[config.mk]
export PLATFORM = sky130hd
export DESIGN_NAME = alu_core
export DESIGN_NICKNAME = d
export VERILOG_FILES = /design/src/rtl/alu_core.sv
export SDC_FILE = /design/constraint.sdc
export NUM_CORES = 1
export LEC_CHECK = 0
export ABC_CLOCK_PERIOD_IN_PS = 6180
export CAP_MARGIN = 20
export CELL_PAD_IN_SITES_DETAIL_PLACEMENT = 0
export CELL_PAD_IN_SITES_GLOBAL_PLACEMENT = 1
export CORE_ASPECT_RATIO = 1.4
export CORE_MARGIN = 3
export CORE_UTILIZATION = 47
export DETAILED_ROUTE_END_ITERATION = 6
export PLACE_DENSITY = 0.89
export SLEW_MARGIN = 20
export SYNTH_ARGS = -nofsm -noshare
export SYNTH_HDL_FRONTEND = slang
export SYNTH_SLANG_ARGS = --single-unit
export TNS_END_PERCENT = 30
[constraint.sdc]
create_clock -name CLK -period 6.18 [get_ports CLK]
set_input_delay 1.236 -clock CLK [delete_from_list [all_inputs] [get_ports CLK]]
set_output_delay 1.236 -clock CLK [all_outputs]
set_load 0.05 [all_outputs]
[src/rtl/alu_core.sv]
// Registered N-bit arithmetic/logic unit with clock enable and per-operand valid qualifiers.
// Latency: 1 edge for all commands; 2 edges for arithmetic multiplies (MODE=1, CMD 9/10).
// Backpressure: none; CE=0 freezes every output and any multiply in flight.
//
// Ports:
//   CLK, RST       clock (rising edge) and asynchronous active-low reset
//   INP_VALID[1:0] bit0 qualifies OPA, bit1 qualifies OPB
//   MODE, CMD      MODE=1 arithmetic, MODE=0 logical; CMD selects the operation
//   CE             clock enable; an edge with CE=1 accepts the presented command
//   OPA, OPB, CIN  operands and carry/borrow in
//   RES, ERR, OFLOW, COUT, G, L, E  registered result and flags
module alu_core #(
    parameter int N = 8
) (
    input  logic           CLK,
    input  logic           RST,
    input  logic [1:0]     INP_VALID,
    input  logic           MODE,
    input  logic [3:0]     CMD,
    input  logic           CE,
    input  logic [N-1:0]   OPA,
    input  logic [N-1:0]   OPB,
    input  logic           CIN,
    output logic           ERR,
    output logic [2*N-1:0] RES,
    output logic           OFLOW,
    output logic           COUT,
    output logic           G,
    output logic           L,
    output logic           E
);

    // Rotate amount width; N is expected to be a power of two, at least 4.
    localparam int SW = $clog2(N);

    localparam logic [N:0]     ONE_X = {{N{1'b0}}, 1'b1};
    localparam logic [2*N-1:0] ONE_W = {{(2*N-1){1'b0}}, 1'b1};

    // ------------------------------------------------------------------
    // Datapath helpers (N+1 bit so the carry/borrow lands in bit N)
    // ------------------------------------------------------------------
    logic [N:0]     a_x, b_x, cin_x;
    logic [N:0]     sum_ab, sum_abc, dif_ab, dif_abc;
    logic [N:0]     inc_a, dec_a, inc_b, dec_b;
    logic [2*N-1:0] rol_x, ror_x;
    logic [SW-1:0]  rot_amt;
    logic           rot_range_err;

    assign a_x     = {1'b0, OPA};
    assign b_x     = {1'b0, OPB};
    assign cin_x   = {{N{1'b0}}, CIN};
    assign sum_ab  = a_x + b_x;
    assign sum_abc = a_x + b_x + cin_x;
    assign dif_ab  = a_x - b_x;
    assign dif_abc = a_x - b_x - cin_x;
    assign inc_a   = a_x + ONE_X;
    assign dec_a   = a_x - ONE_X;
    assign inc_b   = b_x + ONE_X;
    assign dec_b   = b_x - ONE_X;

    // Rotations via a doubled copy of A: the wrapped bits fall into the kept half.
    assign rot_amt       = OPB[SW-1:0];
    assign rol_x         = {OPA, OPA} << rot_amt;
    assign ror_x         = {OPA, OPA} >> rot_amt;
    assign rot_range_err = |OPB[N-1:SW];

    // ------------------------------------------------------------------
    // Command decode for the presented inputs
    // ------------------------------------------------------------------
    logic [2*N-1:0] op_res;
    logic           op_err, op_oflow, op_cout, op_g, op_l, op_e;
    logic           op_mul, op_mul_sel, op_rot;
    logic           need_a, need_b, legal, missing;

    always_comb begin
        op_res     = '0;
        op_err     = 1'b0;
        op_oflow   = 1'b0;
        op_cout    = 1'b0;
        op_g       = 1'b0;
        op_l       = 1'b0;
        op_e       = 1'b0;
        op_mul     = 1'b0;
        op_mul_sel = 1'b0;
        op_rot     = 1'b0;
        need_a     = 1'b1;
        need_b     = 1'b1;
        legal      = 1'b1;

        if (MODE) begin
            case (CMD)
                4'd0: begin
                    op_res  = {{(N-1){1'b0}}, sum_ab};
                    op_cout = sum_ab[N];
                end
                4'd1: begin
                    op_res   = {{N{1'b0}}, dif_ab[N-1:0]};
                    op_oflow = dif_ab[N];
                end
                4'd2: begin
                    op_res  = {{(N-1){1'b0}}, sum_abc};
                    op_cout = sum_abc[N];
                end
                4'd3: begin
                    op_res   = {{N{1'b0}}, dif_abc[N-1:0]};
                    op_oflow = dif_abc[N];
                end
                4'd4: begin
                    need_b  = 1'b0;
                    op_res  = {{(N-1){1'b0}}, inc_a};
                    op_cout = inc_a[N];
                end
                4'd5: begin
                    need_b   = 1'b0;
                    op_res   = {{N{1'b0}}, dec_a[N-1:0]};
                    op_oflow = dec_a[N];
                end
                4'd6: begin
                    need_a  = 1'b0;
                    op_res  = {{(N-1){1'b0}}, inc_b};
                    op_cout = inc_b[N];
                end
                4'd7: begin
                    need_a   = 1'b0;
                    op_res   = {{N{1'b0}}, dec_b[N-1:0]};
                    op_oflow = dec_b[N];
                end
                4'd8: begin
                    op_g = (OPA > OPB);
                    op_l = (OPA < OPB);
                    op_e = (OPA == OPB);
                end
                4'd9:    op_mul = 1'b1;
                4'd10: begin
                    op_mul     = 1'b1;
                    op_mul_sel = 1'b1;
                end
                default: legal = 1'b0;
            endcase
        end else begin
            case (CMD)
                4'd0: op_res = {{N{1'b0}}, OPA & OPB};
                4'd1: op_res = {{N{1'b0}}, ~(OPA & OPB)};
                4'd2: op_res = {{N{1'b0}}, OPA | OPB};
                4'd3: op_res = {{N{1'b0}}, ~(OPA | OPB)};
                4'd4: op_res = {{N{1'b0}}, OPA ^ OPB};
                4'd5: op_res = {{N{1'b0}}, ~(OPA ^ OPB)};
                4'd6: begin
                    need_b = 1'b0;
                    op_res = {{N{1'b0}}, ~OPA};
                end
                4'd7: begin
                    need_a = 1'b0;
                    op_res = {{N{1'b0}}, ~OPB};
                end
                4'd8: begin
                    need_b = 1'b0;
                    op_res = {{N{1'b0}}, OPA >> 1};
                end
                4'd9: begin
                    need_b = 1'b0;
                    op_res = {{N{1'b0}}, OPA << 1};
                end
                4'd10: begin
                    need_a = 1'b0;
                    op_res = {{N{1'b0}}, OPB >> 1};
                end
                4'd11: begin
                    need_a = 1'b0;
                    op_res = {{N{1'b0}}, OPB << 1};
                end
                4'd12: begin
                    op_rot = 1'b1;
                    op_res = {{N{1'b0}}, rol_x[2*N-1:N]};
                end
                4'd13: begin
                    op_rot = 1'b1;
                    op_res = {{N{1'b0}}, ror_x[N-1:0]};
                end
                default: legal = 1'b0;
            endcase
        end

        missing = (need_a & ~INP_VALID[0]) | (need_b & ~INP_VALID[1]);

        if (!legal || missing) begin
            op_res   = '0;
            op_err   = 1'b1;
            op_oflow = 1'b0;
            op_cout  = 1'b0;
            op_g     = 1'b0;
            op_l     = 1'b0;
            op_e     = 1'b0;
            op_mul   = 1'b0;
        end else if (op_rot) begin
            // Out-of-range rotate amount is flagged but the rotated value is kept.
            op_err = rot_range_err;
        end
    end

    // ------------------------------------------------------------------
    // Multiply second stage: product formed from operands captured at accept
    // ------------------------------------------------------------------
    logic           mul_pend_q, mul_pend_d;
    logic           mul_sel_q, mul_sel_d;
    logic [N-1:0]   mul_a_q, mul_a_d;
    logic [N-1:0]   mul_b_q, mul_b_d;
    logic [2*N-1:0] mul_res;
    logic [2*N-1:0] mul_a_w, mul_b_w;
    logic           same_mul;

    always_comb begin
        mul_a_w = '0;
        mul_b_w = '0;
        if (mul_sel_q) begin
            mul_a_w = {{N{1'b0}}, mul_a_q[N-2:0], 1'b0};
            mul_b_w = {{N{1'b0}}, mul_b_q};
        end else begin
            mul_a_w = {{N{1'b0}}, mul_a_q} + ONE_W;
            mul_b_w = {{N{1'b0}}, mul_b_q} + ONE_W;
        end
        mul_res = mul_a_w * mul_b_w;
    end

    // Re-presenting the in-flight multiply (inputs held) or presenting no
    // operands at all lets it complete; anything else is a new command.
    assign same_mul = MODE && (INP_VALID == 2'b11) &&
                      (CMD == (mul_sel_q ? 4'd10 : 4'd9)) &&
                      (OPA == mul_a_q) && (OPB == mul_b_q);

    // ------------------------------------------------------------------
    // Output and pipeline registers
    // ------------------------------------------------------------------
    logic [2*N-1:0] res_q, res_d;
    logic           err_q, err_d;
    logic           oflow_q, oflow_d;
    logic           cout_q, cout_d;
    logic           g_q, g_d;
    logic           l_q, l_d;
    logic           e_q, e_d;

    always_comb begin
        res_d      = res_q;
        err_d      = err_q;
        oflow_d    = oflow_q;
        cout_d     = cout_q;
        g_d        = g_q;
        l_d        = l_q;
        e_d        = e_q;
        mul_pend_d = mul_pend_q;
        mul_sel_d  = mul_sel_q;
        mul_a_d    = mul_a_q;
        mul_b_d    = mul_b_q;

        if (CE) begin
            if (mul_pend_q && (same_mul || INP_VALID == 2'b00)) begin
                res_d      = mul_res;
                err_d      = 1'b0;
                oflow_d    = 1'b0;
                cout_d     = 1'b0;
                g_d        = 1'b0;
                l_d        = 1'b0;
                e_d        = 1'b0;
                mul_pend_d = 1'b0;
            end else begin
                // First multiply edge rewrites outputs to zero; product follows.
                res_d      = op_res;
                err_d      = op_err;
                oflow_d    = op_oflow;
                cout_d     = op_cout;
                g_d        = op_g;
                l_d        = op_l;
                e_d        = op_e;
                mul_pend_d = op_mul;
                if (op_mul) begin
                    mul_sel_d = op_mul_sel;
                    mul_a_d   = OPA;
                    mul_b_d   = OPB;
                end
            end
        end
    end

    always_ff @(posedge CLK or negedge RST) begin
        if (!RST) begin
            res_q      <= '0;
            err_q      <= 1'b0;
            oflow_q    <= 1'b0;
            cout_q     <= 1'b0;
            g_q        <= 1'b0;
            l_q        <= 1'b0;
            e_q        <= 1'b0;
            mul_pend_q <= 1'b0;
            mul_sel_q  <= 1'b0;
            mul_a_q    <= '0;
            mul_b_q    <= '0;
        end else begin
            res_q      <= res_d;
            err_q      <= err_d;
            oflow_q    <= oflow_d;
            cout_q     <= cout_d;
            g_q        <= g_d;
            l_q        <= l_d;
            e_q        <= e_d;
            mul_pend_q <= mul_pend_d;
            mul_sel_q  <= mul_sel_d;
            mul_a_q    <= mul_a_d;
            mul_b_q    <= mul_b_d;
        end
    end

    assign RES   = res_q;
    assign ERR   = err_q;
    assign OFLOW = oflow_q;
    assign COUT  = cout_q;
    assign G     = g_q;
    assign L     = l_q;
    assign E     = e_q;

endmodule

==> results by group, run 1 <==
Timing
  • Worst Skew: 7.05 ps
  • Slew headroom: 0.359
  • Setup TNS: 0 ps
  • Worst-Margin Slew: 962 ps
  • Fmax: 179 MHz
  • Fin. max-slew vios: 0
  • Final Hold Fails: 0
  • Period utilization: 0.905
  • Crit path time final: 5600 ps
  • Unrepaired setup endpoints after global routing: no
  • Setup violators final: 0

Detailed routing
  • Via count: 7929
  • Iteration-0 DRC Markers: 598
  • Initial DRT Pass Iterations: 5
  • DRC: 0
  • Routed wire length: 26.6 mm
  • Vias per cell: 6.07
  • Wire per inst: 20.4 um
  • Antenna Nets Post-Route: 0

CTS
  • Post-CTS sizing: 0
  • CTS H-tree depth: 2
  • Hold-fix buffers, CTS: 0
  • Clock Tree Root: clkbuf_16
  • Later-pin clock latency in the skew report: 300 ps
  • Clock sinks: 40
  • CTS Buffer Depth: 2
  • CTS tree: built
  • Post-CTS Setup Inserts: 0
  • Register clock-pin slew on the reported worst setup and hold paths: 70 ps
  • TritonCTS buffer count: 5

Power
  • Combinational power share: 0.543
  • Reg power frac: 0.245
  • Pwr dens: 143 nW/um^2
  • Switch share: 0.453
  • Peak supply drop: 0.135 mV
  • Sw Pwr: 0.594 mW
  • Cell Int Power: 0.717 mW
  • Leak: 3.99 nW
  • Clock power share: 0.212

Setup path
  • CP Max Fanout: 9
  • Cell mode on critical path: fa_1
  • CP Class: reg2reg
  • Critical Path Start: mul_b_q[0]
  • FF-to-FF setup slack: 580 ps
  • CP cell instances: ha_1 > nand3_1 > nor2_1 > xnor2_1 > nand2b_1 > fa_1 > fa_1 > inv_1 > fa_1 > inv_1 > fa_1 > inv_1 > ha_1 > nor3_1 > o211ai_1 > a31o_2 > a21oi_1 > nor2b_1 > o41ai_1 > xnor2_1 > o2bb2ai_1
  • Reg-to-reg critical path startpoint: mul_b_q[0]
  • Slowest CP cell: fa_1
  • Critical Path AT: 5780 ps
  • Crit end category: flop
  • Critical Path RT: 6370 ps
  • CP peak stage delay: 550 ps
  • Crit start category: flop

Synth
  • Yosys top cell by area: fa_1
  • Ys Warns: 0
  • Synth unique cells: 89
  • Post-synth EDFFs: 0
  • Synth Register Bits: 40
  • Ys async rst share: 1.00
  • Synth Area per Inst: 7.98 sq um
  • Sequential cell area fraction in the yosys report: 0.119
  • Largest cells by area after synthesis: fa_1 (12%), dfrtp_1 (12%), ha_1 (10%)
  • Predominant post-synthesis flop cell: dfrtp_1
  • Most frequent cell after synthesis: inv_1
  • Syn Inst Count: 1050
  • Post-synth top cells: inv_1 (118), nor2_1 (110), nand2_1 (75), ha_1 (70), xnor2_1 (66)
  • Top-area cell type share of the netlist area: 0.122
  • Syn nets: 1198
  • Synth Cell Area: 8380 sq um

Floorplan
  • Vert. Die Dim: 164 um
  • Die ar.: 19500 sq um
  • Core footprint: 17400 sq um
  • Chip width: 119 um
  • Rows: 57
  • IO Count: 49
  • Starting Density: 0.482

Global route
  • Initial antenna violation count: 0
  • Pin count of the biggest net entering global routing: 45
  • First-pass GRT wire length: 42.4 mm
  • GRT overflow: 0
  • Vias in the first global route: 8011
  • GR Util All Layers: 0.275

Outcome
  • Status: finished clean

Hold path
  • Hold wc startpoint: RES[10]
  • Worst Hold Class: reg2reg

Place
  • Routability cong.: 1.00
  • Buffers on Ports: 48
  • Hpwl dp: 21.2 mm

Flow run
  • Max_cap viols: 0

Layout
  • NumNets Final: 1218
  • Area delta synth->final: 9.41%
  • ANT cells: 0
  • Util after Layout: 0.527
  • Share of layout cells above drive strength 1: 0.0915
==> final cells by class <==
type,count,area [sq um]
Fill cell,1735,8230
Clock buffer,5,125
Inverter,122,458
Timing Repair Buffer,76,676
Clock inverter,3,21.3
Sequential cell,40,1000
Multi-Input combinational cell,825,6590
Tap cell,236,295
==> logic make-up after synthesis <==
logic type,Yosys count,synth area share
AO/OA/AOI/OAI,243,0.206
XOR/XNOR,76,0.0794
adder cells (fa/ha/maj),121,0.226
buffers and inverters,185,0.0941
flip-flops,40,0.119
multiplexers,48,0.0721
AND/OR/NAND/NOR,337,0.202
==> power groups by stage <==
stage / sequential [mW] / combinational [mW] / clock (mW)
finish: 0.321 / 0.712 / 0.278
global placement: 0.324 / 0.697 / 0
detailed placement: 0.325 / 0.705 / 0
CTS: 0.320 / 0.709 / 0.279
floorplan: 0.325 / 0.500 / 0
global route: 0.325 / 0.786 / 0.289
==> critical path, delay by kind of cell, from the launching register on <==
kind	cells	cell delay [ps]
flip-flops	1	480
buffers and inverters	3	140
XOR/XNOR	2	710
AND/OR/NAND/NOR	5	680
adder cells (fa/ha/maj)	6	2520
AO/OA/AOI/OAI	5	950
==> placed cells by master (no fill, tap or decap), types with 19 or more instances in the layout <==
master / count
nand2b_1: 30
inv_1: 118
dfrtp_1: 39
nand3_1: 19
clkdlybuf4s50_1: 45
mux2i_1: 21
ha_1: 70
nor2_1: 110
buf_4: 28
o21ai_0: 44
a21oi_1: 53
nand2_1: 75
fa_1: 51
xnor2_1: 66
==> worst paths after layout <==
kind	end	depth (start not counted)
setup reg to reg	RES[15]	21
max in group asynchronous	mul_sel_q	1
hold / removal	RES[10]	1
hold reg to reg	RES[10]	1
setup / recovery	RES[15]	21
min in group asynchronous	mul_a_q[7]	1
==> registers in the layout (all words and copies together) (netlist names) <==
signal / flops
RES: 16
mul_a_q: 8
mul_b_q: 8
COUT: 1
E: 1
ERR: 1
G: 1
L: 1
OFLOW: 1
mul_pend_q: 1
mul_sel_q: 1
==> metrics by stage <==
step | std cells | total power, mW | hold slack, ps | cell area, sq um | setup slack (ps)
6_report | 1307 | 1.31 | 484 | 9170 | 584
5_1_grt | 1307 | 1.40 | 500 | 9170 | 177
3_3_place_gp | 1299 | 1.02 | 469 | 9020 | 624
2_1_floorplan | 1050 | 0.824 | 464 | 8380 | 1050
4_1_cts | 1307 | 1.31 | 491 | 9170 | 434
3_5_place_dp | 1299 | 1.03 | 472 | 9020 | 453
==> per-layer routing <==
layer | global-route usage | vias up | wire (um)
met5 | 0 | - | 0
li1 | - | 3690 | -
met2 | 0.512 | 317 | 13600
met4 | 0.196 | 0 | 2240
met1 | 0.289 | 3793 | 9540
met3 | 0.0241 | 129 | 1210
Note: power is estimated with default switching activity, not from simulation.
==> run 2: changes to the inputs <==
ABC_CLOCK_PERIOD_IN_PS = unset   (was 6180)
CORE_UTILIZATION = 30   (was 47)
HOLD_SLACK_MARGIN = 0.05   (was unset)
PLACE_DENSITY = 0.63   (was 0.89)
==> run 2 against run 1 <==
Clock power up 15%. Die area up 54%. Clock skew about the same. Core utilization down 18 points. Worst setup slack worse by 74 ps. Final cell count up 10%. Non-clock buffer count up 3. Register-to-register slack worse by 70 ps. Wire length up 10%. Global-route usage down 7.9 points.
==> results by group, run 2 (same netlist as run 1, synthesis figures left out) <==
Outcome
  • Status: finished clean

Floorplan
  • Starting Density: 0.308 (-0.173)
  • Die ar.: 30000 sq um (+54%)
  • IO Count: 49 (unchanged)
  • Chip width: 147 um (+24%)
  • Vert. Die Dim: 204 um (+24%)
  • Core footprint: 27200 sq um (+56%)
  • Rows: 71 (+25%)

Power
  • Leak: 4.02 nW (+0.71%)
  • Peak supply drop: 0.0983 mV (-27%)
  • Pwr dens: 145 nW/um^2 (+1.6%)

Detailed routing
  • Antenna Nets Post-Route: 0 (unchanged)
  • Routed wire length: 29.3 mm (+10%)
  • Via count: 7836 (-1.2%)
  • Initial DRT Pass Iterations: 6 (+1)
  • Wire per inst: 20.4 um (about the same)
  • Iteration-0 DRC Markers: 411 (-31%)
  • DRC: 0 (unchanged)
  • Vias per cell: 5.45 (-10%)

Place
  • Post-Place Cells: 1431 (+10%)
  • Routability cong.: 0.872 (-13%)
  • Buffers on Ports: 48 (unchanged)
  • Hpwl dp: 23.4 mm (+10%)

Timing
  • Crit path time final: 5670 ps (+73.6 ps)
  • Final Hold Fails: 0 (unchanged)
  • Unrepaired setup endpoints after global routing: no
  • Fin. max-slew vios: 0 (unchanged)
  • Worst Skew: 6.82 ps (-0.229 ps)
  • Setup violators final: 0 (unchanged)
  • Fmax: 176 MHz (-1.3%)
  • Period utilization: 0.917 (+0.0119)
  • Setup TNS: 0 ps (unchanged)
  • Worst-Margin Slew: 805 ps (-157 ps)
  • Slew headroom: 0.456 (+0.0972)

Setup path
  • CP cell instances: clkinv_1 > nand2_1 > xnor2_1 > nand2_1 > fa_1 > inv_1 > fa_1 > ha_1 > inv_1 > fa_1 > inv_1 > ha_1 > a21oi_1 > o211ai_1 > a31o_2 > a21oi_1 > nor2b_1 > o41ai_1 > xnor2_1 > o2bb2ai_1
  • Critical Path RT: 6360 ps (about the same)
  • Critical Path AT: 5850 ps (+70 ps)
  • Crit start category: flop
  • Crit end category: flop
  • CP Class: reg2reg
  • CP Max Fanout: 19 (+10)
  • Reg2reg path depth: 20 (-4.8%)
  • Slowest CP cell: xnor2_1
  • CP peak stage delay: 640 ps (+90 ps)

Global route
  • GR Util All Layers: 0.195 (-0.0792)
  • Vias in the first global route: 8080 (+0.86%)
  • Pin count of the biggest net entering global routing: 41 (-8.9%)
  • Initial antenna violation count: 0 (unchanged)
  • GRT overflow: 0 (unchanged)
  • First-pass GRT wire length: 46.1 mm (+8.8%)

Layout
  • Final Instance Count excl. Fillers: 1439 (+10%)
  • Largest register FFs: 16 (unchanged)
  • Filler instances: 2974 (+71%)
  • NumNets Final: 1221 (+0.25%)
  • Leading cell type in the layout, fill and taps excluded: inv_1
  • ANT cells: 0 (unchanged)
  • Area delta synth->final: 12.0%
  • Most frequent cells in the layout: inv_1 (118), nor2_1 (110), nand2_1 (75)
  • Share of layout cells above drive strength 1: 0.0950 (+0.00347)

CTS
  • Hold-fix buffers, CTS: 0 (unchanged)
  • Clock Tree Root: clkbuf_16
  • Post-CTS Setup Inserts: 0 (unchanged)
  • Later-pin clock latency in the skew report: 300 ps (about the same)
  • CTS tree: built
  • CTS Buffer Depth: 2 (unchanged)
  • TritonCTS buffer count: 5 (unchanged)
  • Post-CTS sizing: 0 (unchanged)
  • Register clock-pin slew on the reported worst setup and hold paths: 70 ps (about the same)
  • CTS H-tree depth: 2 (unchanged)
  • Clock sinks: 40 (unchanged)

Hold path
  • Hold path depth: 1 (unchanged)
  • Worst Hold Class: reg2reg

Flow run
  • Max_cap viols: 0 (unchanged)
[run 2: critical path, delay by kind of cell (launching register included)]
family	cells	cell delay [ps]
and+or+nand+nor	3	360
DFF	1	530
adders and majority gates	5	2180
buffers and inverters	4	370
xor gates and xnor gates	2	810
AOI/OAI and AO/OA	6	1290
[run 2: cell type report]
cell class / count / area (sq um) / area share
Multi-Input combinational cell: 825 / 6600 / 0.703
Sequential cell: 40 / 1000 / 0.107
Timing Repair Buffer: 79 / 701 / 0.0746
Inverter: 122 / 458 / 0.0488
Tap cell: 365 / 457 / 0.0486
Clock buffer: 5 / 125 / 0.0133
Clock inverter: 3 / 46.3 / 0.00493
[run 2: stage by stage]
| stage | utilization | setup slack [ps] | power [mW] | area (sq um) | hold WS (ps) |
|---|---|---|---|---|---|
| 5_1_grt | 0.345 | 240 | 1.47 | 9390 | 503 |
| 3_5_place_dp | 0.339 | 363 | 1.05 | 9210 | 473 |
| 4_1_cts | 0.345 | 334 | 1.38 | 9380 | 492 |
| 3_3_place_gp | 0.339 | 493 | 1.04 | 9210 | 470 |
| 2_1_floorplan | - | 1050 | 0.824 | 8380 | 464 |
| 6_report | 0.345 | 511 | 1.37 | 9390 | 483 |
[run 2: power by group]
group	total, mW	internal [mW]	switching [mW]
registers	0.321	0.282	0.0385
clock network	0.321	0.193	0.129
logic	0.723	0.285	0.438
total	1.36	0.760	0.605
[run 2: worst paths after layout]
| kind | to | start | slack, ps |
|---|---|---|---|
| worst min-delay path | RES[15] | RES[15] | 480 |
| worst min register to register | RES[15] | RES[15] | 480 |
| worst max register to register | RES[15] | mul_sel_q | 510 |
| worst max-delay path | RES[15] | mul_sel_q | 510 |
| min in group asynchronous | RES[11] | RST | 930 |
| max in group asynchronous | mul_sel_q | RST | 4820 |
[run 2: layer usage]
layer  vias to the layer above  track usage  share of wire  routed length, um
li1                       3698            -              -                  -
met1                      3877        0.216           0.38              11300
met3                        64       0.0133          0.028                810
met5                         -            0              0                  0
met4                         0       0.0769          0.042               1250
met2                       197        0.384           0.55              16000
==> run 3: changes to the inputs <==
HOLD_SLACK_MARGIN = unset   (was 0.05)
==> results of run 3 <==
Same layout as run 2: the final DEF is identical, and so are final timing and power.
